### config.mk
export PLATFORM = sky130hd
export DESIGN_NAME = dff_pipeline
export DESIGN_NICKNAME = d
export VERILOG_FILES = /design/src/rtl/dff_pipeline.sv
export SDC_FILE = /design/constraint.sdc
export NUM_CORES = 1
export LEC_CHECK = 0
export CAP_MARGIN = 40
export CORE_MARGIN = 3
export CORE_UTILIZATION = 46
export DETAILED_ROUTE_END_ITERATION = 7
export PLACE_DENSITY_LB_ADDON = 0.05
export SLEW_MARGIN = 5
export SYNTH_ARGS = -nofsm -noshare
export SYNTH_HDL_FRONTEND = slang
export SYNTH_SLANG_ARGS = --single-unit
export TNS_END_PERCENT = 50
### constraint.sdc
create_clock -name clk -period 1.8 [get_ports clk]
set_input_delay 0.36 -clock clk [delete_from_list [all_inputs] [get_ports clk]]
set_output_delay 0.36 -clock clk [all_outputs]
set_load 0.02 [all_outputs]
### src/rtl/dff_pipeline.sv
// dff_pipeline: WIDTH-bit, DEPTH-stage elastic register pipeline.
// Each stage carries a valid bit. Bubbles collapse toward the output,
// so an empty stage still fills while the output end is stalled.
// Provides a synchronous flush and a registered occupancy count.
module dff_pipeline #(
   parameter int                 WIDTH     = 8,
   parameter int                 DEPTH     = 3,
   parameter logic [WIDTH-1:0]   RESET_VAL = '0,
   localparam int                CW        = $clog2(DEPTH + 1)
) (
   input  logic             clk,
   input  logic             rest,
   input  logic             flush,
   input  logic             in_valid,
   output logic             in_ready,
   input  logic [WIDTH-1:0] d,
   output logic             out_valid,
   input  logic             out_ready,
   output logic [WIDTH-1:0] q,
   output logic [CW-1:0]    count
);

   logic [WIDTH-1:0] r_data [DEPTH];
   logic [DEPTH-1:0] r_valid;
   logic [CW-1:0]    r_count;

   logic [DEPTH-1:0] w_mv;
   logic [DEPTH-1:0] w_load;
   logic [WIDTH-1:0] w_src [DEPTH];
   logic             w_accept;
   logic             w_emit;
   logic [CW-1:0]    w_count_next;

   // Stage-advance chain, evaluated from the output end back toward stage 0.
   always_comb begin
      logic move_down;
      // NOTE: every combinational output gets a default before any branch or
      // loop, so no path leaves it unassigned and no latch is inferred.
      w_mv      = '0;
      move_down = r_valid[DEPTH-1] & out_ready;
      w_mv[DEPTH-1] = move_down;
      for (int i = DEPTH - 2; i >= 0; i--) begin
         move_down = r_valid[i] & (~r_valid[i+1] | move_down);
         w_mv[i]   = move_down;
      end
   end

   // Handshakes: input is blocked while in reset or flushing.
   always_comb begin
      in_ready     = rest & ~flush & (~r_valid[0] | w_mv[0]);
      w_accept     = in_valid & in_ready;
      w_emit       = r_valid[DEPTH-1] & out_ready;
      w_count_next = r_count + CW'(w_accept) - CW'(w_emit);
   end

   // Per-stage load enable and data source: stage 0 takes d, stage i takes stage i-1.
   always_comb begin
      w_load    = '0;
      w_load[0] = w_accept;
      w_src[0]  = d;
      for (int i = 1; i < DEPTH; i++) begin
         w_load[i] = w_mv[i-1];
         w_src[i]  = r_data[i-1];
      end
   end

   // Stage registers and occupancy count; flush mirrors the reset state.
   always_ff @(posedge clk or negedge rest) begin
      if (!rest) begin
         // NOTE: the data registers are reset too (not only the valid bits),
         // so q never shows X after reset even though invalid data is don't-care.
         for (int i = 0; i < DEPTH; i++) r_data[i] <= RESET_VAL;
         r_valid <= '0;
         r_count <= '0;
      end else if (flush) begin
         for (int i = 0; i < DEPTH; i++) r_data[i] <= RESET_VAL;
         r_valid <= '0;
         r_count <= '0;
      end else begin
         // NOTE: non-blocking assignments make every stage sample the pre-edge
         // values of its neighbour, which is what lets all stages shift at once.
         for (int i = 0; i < DEPTH; i++) begin
            if (w_load[i]) r_data[i] <= w_src[i];
            r_valid[i] <= w_load[i] | (r_valid[i] & ~w_mv[i]);
         end
         r_count <= w_count_next;
      end
   end

   assign out_valid = r_valid[DEPTH-1];
   assign q         = r_data[DEPTH-1];
   assign count     = r_count;

endmodule

==> impl_metrics.toml, run 1 <==
[clock_tree]
clockRootBuffer = "clkbuf_4"
cts_made_buffers = 5
htreeDepth = 2
cts_tree = "done"
clock_latency_ns = 0.32
ctsHoldBuffers = 0
clk_pin_slew_ns = 0.09
cts_sinks = 29
clockBufferDepth = 2

[critical_path]
crit_path_top_delay_cell = "or3b_4"
crit_path_end_kind = "register"
crit_type = "register to register"
crit_required_ns = 2.02
max_stage_delay_ns = 0.42
crit_family = "simple AND/OR/NAND/NOR gates"
path_max_fanout = 3
arrival_ns = 1.97
cp_cell_sequence = "nand4b_1 -> or3b_4 -> ha_4 -> inv_1 -> ha_1 -> nor2b_1"
cp_num_buf_inv = 1
start_kind = "register"

[yosys]
yosysSeqAreaShare_pct = 52.5
synth_largest_area_cell = "dfrtp_1"
synth.area.top_cells = "dfrtp_1 53%, mux2i_1 12%, nand2b_1 7.7%"
synth.top_cell.area_share_pct = 52.5
yosys_warnings = 0
synth_seq_cells = 29
post-synth-top-count-cell = "dfrtp_1"
ys.flop_type = "dfrtp_1"
netlist_instances = 129
syn-num-nets = 144
synth-edff-count = 0
synthArstFlopShare_pct = 100
ys_types = 24
synthTopCellsByCount = "29 x dfrtp_1, 17 x nand2b_1, 16 x mux2i_1"
avgSynthCellArea_um2 = 10.7
synthesis.area_um2 = 1380

[place]
portBuffers = 24
place_hpwl_um = 1860
dp_cells = 180
place.gp.congestion = 0.724

[pwr]
ir_worst_vdd_mv = 0.546
power.leakage_nw = 0.874
pwr_density_cell_nw_per_um2 = 678

[final_layout]
fin_util_pct = 61.4
multi_input_area_um2 = 537
drive_above_1_share_pct = 15.2
antenna_cells = 0
regArea_um2 = 727
instances_no_fill = 189
area_delta_synth_final_pct = 24.6
fin_nets = 172
nFillCells = 252

[sta]
period_share_pct = 97.0
tns_ns = 0
slew_violations = 0
hold_violations = 0
rsz0062_at_grt = "true"
finClkSkew_ns = 0.00482
max_freq_ghz = 0.573
relSlewSlack_pct = 79.0
hold_ws_ns = 0.145
min_period_ns = 1.75
setup_viol = 0
worst_pin_slew_ns = 0.314

[worst_hold_path]
hp-class = "input pin to async pin"

[floorplan]
core_area_um2 = 2810
fp.dieW_um = 60.8
placementRows = 19
io_pins = 25
die_height_um = 60.8
dieArea_um2 = 3700
initial_core_util_pct = 49.2

[drt]
drc = 0
postRouteAntennaNets = 0
vias_per_cell = 4.93
drtIter0Drc = 29
vias = 931
first_pass_iters = 4
wire_per_inst_um = 13.0
routed_wl_um = 2450

[global_routing]
grt_usage_pct = 15.6
grt-ovfl-total = 0
grt_pass1_wl_um = 4170
antenna_found_initial = 0
grt_max_degree = 21
grt_pass1_vias = 889

[outcome]
status = "complete, no violations"

[flow_run]
drv_cap = 0
report_power, final:
part | leakage (nW) | total, mW | internal, mW | switching, mW
registers | 0.398 | 0.674 | 0.667 | 0.00675
logic | 0.444 | 0.126 | 0.0662 | 0.0598
clock network | 0.0320 | 0.367 | 0.148 | 0.218
total | 0.874 | 1.17 | 0.882 | 0.285
metal layers:
| layer | global-route usage, % | vias to the layer above | routed length [um] |
|---|---|---|---|
| li1 | - | 477 | - |
| met1 | 20.8 | 431 | 1140 |
| met2 | 23.5 | 21 | 1170 |
| met3 | 5.74 | 2 | 121 |
| met4 | 5.57 | 0 | 10 |
| met5 | 0 | - | 0 |
worst paths after layout:
| path | from | to | slack (ns) | depth (start not counted) |
|---|---|---|---|---|
| worst max-delay path | r_valid[2]$_DFF_PN0_ | count[0]$_DFF_PN0_ | 0.05 | 6 |
| worst min-delay path | rest | count[1]$_DFF_PN0_ | 0.14 | 2 |
| worst max register to register | r_valid[2]$_DFF_PN0_ | count[0]$_DFF_PN0_ | 0.05 | 6 |
| worst min register to register | q[7]$_DFFE_PN0P_ | q[7]$_DFFE_PN0P_ | 0.55 | 2 |
| max in group asynchronous | rest | r_valid[2]$_DFF_PN0_ | 1.39 | 3 |
| min in group clk | rest | r_valid[0]$_DFF_PN0_ | 0.48 | 3 |
cells by family after synthesis:
kind of cell               Yosys count  share of synthesized area, %
xor gates and xnor gates             2                          1.27
buffers and inverters               25                          9.69
adders and majority gates            2                          1.81
muxes                               16                          11.6
DFF                                 29                          52.5
AOI/OAI and AO/OA                   21                          8.33
and+or+nand+nor                     34                          14.8
per-stage QoR:
stage / area [um^2] / setup slack, ns / total power [mW]
6_report: 1720 / 0.0544 / 1.17
5_1_grt: 1720 / -0.00866 / 1.23
4_1_cts: 1720 / 0.0182 / 1.19
3_5_place_dp: 1660 / -0.479 / 0.818
3_3_place_gp: 1660 / -0.396 / 0.813
2_1_floorplan: 1400 / -0.0605 / 0.747
registers in the layout (all words and copies together) (netlist names):
| signal | cells |
|---|---|
| r_data | 16 |
| q | 8 |
| r_valid | 3 |
| count | 2 |
area by class of cell:
| class | count | area share [%] |
|---|---|---|
| multi-input combinational | 75 | 31.2 |
| clock buffer | 6 | 2.40 |
| inverter | 10 | 2.18 |
| timing repair buffer | 36 | 19.2 |
| tap | 31 | 2.25 |
| clock inverter | 2 | 0.581 |
| sequential | 29 | 42.2 |
what timing repair did:
action	in CTS	in global routing
endpoints found under the setup margin	3	3
setup buffers	1	0
pin swaps	1	1
resized for setup	5	1
placed cells by master (no fill, tap or decap), drive strengths merged, types with 2 or more instances in the layout:
cell type and instances:
dfrtp 29, dlygate4sd2 2, clkdlybuf4s50 20, mux2i 16, clkbuf 6, o21ai 9, buf 12, a21oi 11
nand3 8, nand2b 17, inv 10, ha 2, clkinv 2, nor2 2
Power figures use the tool's default switching activity.
==> run 2: changes to the inputs <==
Settings changed: CORE_UTILIZATION 46 to 30, SKIP_CTS_REPAIR_TIMING set to 1.
==> run 2 against run 1 <==
Effect of this change:
- critical path depth stayed put
- first-iteration DRC count grew 55%
- flip-flop and latch count did not move
- combinational power hardly changed
- cell count up 11%
- maximum frequency grew 1.4%
- global-route usage decreased by 4.6 points
- clock power grew 34%
- via count down 1.8%
- worst hold slack improved by 0.086 ns
- sequential power is essentially flat
- clock skew about the same
- critical endpoint unchanged
- largest cell class unchanged
==> impl_metrics.toml, run 2 (synthesis gave the netlist of run 1 again) <==
[global_routing]
antenna_found_initial = 0
grt_usage_pct = 11.0
grt_pass1_wl_um = 4500
grt_max_degree = 30
grt-ovfl-total = 0
grt_pass1_vias = 921

[sta]
worst_pin_slew_ns = 0.366
period_share_pct = 95.7
slew_violations = 0
min_period_ns = 1.72
hold_violations = 0
relSlewSlack_pct = 75.6
rsz0062_at_grt = "false"
finClkSkew_ns = 0.00499
setup_viol = 0
max_freq_ghz = 0.581
hold_ws_ns = 0.231
worst_slack_ns = 0.0783

[final_layout]
largest-register = "r_data"
drive_above_1_share_pct = 14.6
area_delta_synth_final_pct = 29.7
fin_nets = 171
layout.cells.most_common = "dfrtp_1"
final_cell_mix = "28 x dfrtp_1, 19 x clkdlybuf4s50_1, 17 x nand2b_1, 16 x mux2i_1"
antenna_cells = 0
largest_reg_flops = 16

[clock_tree]
cts_made_buffers = 5
clk_pin_slew_ns = 0.06
clockBufferDepth = 2
clock_latency_ns = 0.27
clockRootBuffer = "clkbuf_8"
cts_sinks = 29
cts_tree = "done"
htreeDepth = 2

[drt]
routed_wl_um = 2640
postRouteAntennaNets = 0
drc = 0
vias = 914
vias_per_cell = 4.37
drtIter0Drc = 45
wire_per_inst_um = 12.6
first_pass_iters = 4

[critical_path]
path_max_fanout = 3
crit_family = "simple AND/OR/NAND/NOR gates"
crit_required_ns = 2.00
cp_cell_sequence = "nand4b_1 -> or3b_4 -> ha_4 -> inv_1 -> ha_2 -> nor2b_1"
crit_path_end_kind = "register"
arrival_ns = 1.92
start_kind = "register"
cp_num_buf_inv = 1
crit_type = "register to register"
crit_path_top_delay_cell = "or3b_4"
max_stage_delay_ns = 0.42

[pwr]
pwr_density_cell_nw_per_um2 = 723
power.leakage_nw = 0.905
ir_worst_vdd_mv = 0.354

[flow_run]
drv_cap = 0

[floorplan]
dieArea_um2 = 5450
initial_core_util_pct = 31.3
io_pins = 25
die_height_um = 73.9
core_area_um2 = 4410
fp.dieW_um = 73.9
placementRows = 24

[outcome]
status = "complete, no violations"

[place]
place_hpwl_um = 1930
place.gp.congestion = 0.812
portBuffers = 24
place_ws_ns = -0.437

[worst_hold_path]
hp-class = "input pin to async pin"
==> run 2: cell type report <==
class | count | area, um^2
clock buffer | 8 | 80.1
inverter | 10 | 37.5
tap | 52 | 65.1
sequential | 29 | 727
multi-input combinational | 75 | 547
timing repair buffer | 35 | 335
fill | 452 | 2620
==> run 2: worst paths after layout <==
| kind | from | endpoint | slack [ns] | depth (start not counted) |
|---|---|---|---|---|
| min reg2reg | r_data[23]$_DFFE_PN0P_ | r_data[15]$_DFFE_PN0P_ | 0.54 | 2 |
| min in group clk | in_valid | r_valid[0]$_DFF_PN0_ | 0.41 | 3 |
| max in group asynchronous | rest | r_valid[2]$_DFF_PN0_ | 1.28 | 3 |
| min | rest | q[1]$_DFFE_PN0P_ | 0.23 | 3 |
| max reg2reg | r_valid[2]$_DFF_PN0_ | count[0]$_DFF_PN0_ | 0.08 | 6 |
| max | r_valid[2]$_DFF_PN0_ | count[0]$_DFF_PN0_ | 0.08 | 6 |
==> run 2: per-stage QoR <==
step / area (um^2) / TNS, ns / std cells / power [mW] / util (%)
after floorplan: 1400 / -0.118 / 129 / 0.747 / -
after global placement: 1690 / -1.70 / 201 / 0.817 / 38.2
after detailed placement: 1690 / -1.93 / 201 / 0.819 / 38.2
after CTS: 1770 / -0.686 / 209 / 1.33 / 40.0
after global routing: 1790 / 0 / 209 / 1.37 / 40.6
final: 1790 / 0 / 209 / 1.30 / 40.6
==> run 2: tightest hold or removal path, cell delays in order <==
cell and delay [ns]:
dlymetal6s2s_1 0.10, buf_4 0.11, buf_4 0.33
==> run 2: where the power goes <==
part	internal (mW)	total (mW)	switching (mW)
Sequential	0.669	0.676	0.00686
Combinational	0.0681	0.129	0.0611
Clock	0.274	0.492	0.218
Total	1.01	1.30	0.286
==> run 2: layer usage <==
metal	wire, um	track usage (%)	up-vias
met3	139	3.56	5
met5	0	0	-
li1	-	-	470
met4	36	5.23	0
met1	1320	14.9	416
met2	1140	15.8	23
==> run 3: changes to the inputs <==
Settings changed: CTS_CLUSTER_DIAMETER set to 100.
==> results of run 3 <==
Final layout, timing and power as in run 2 (identical DEF).
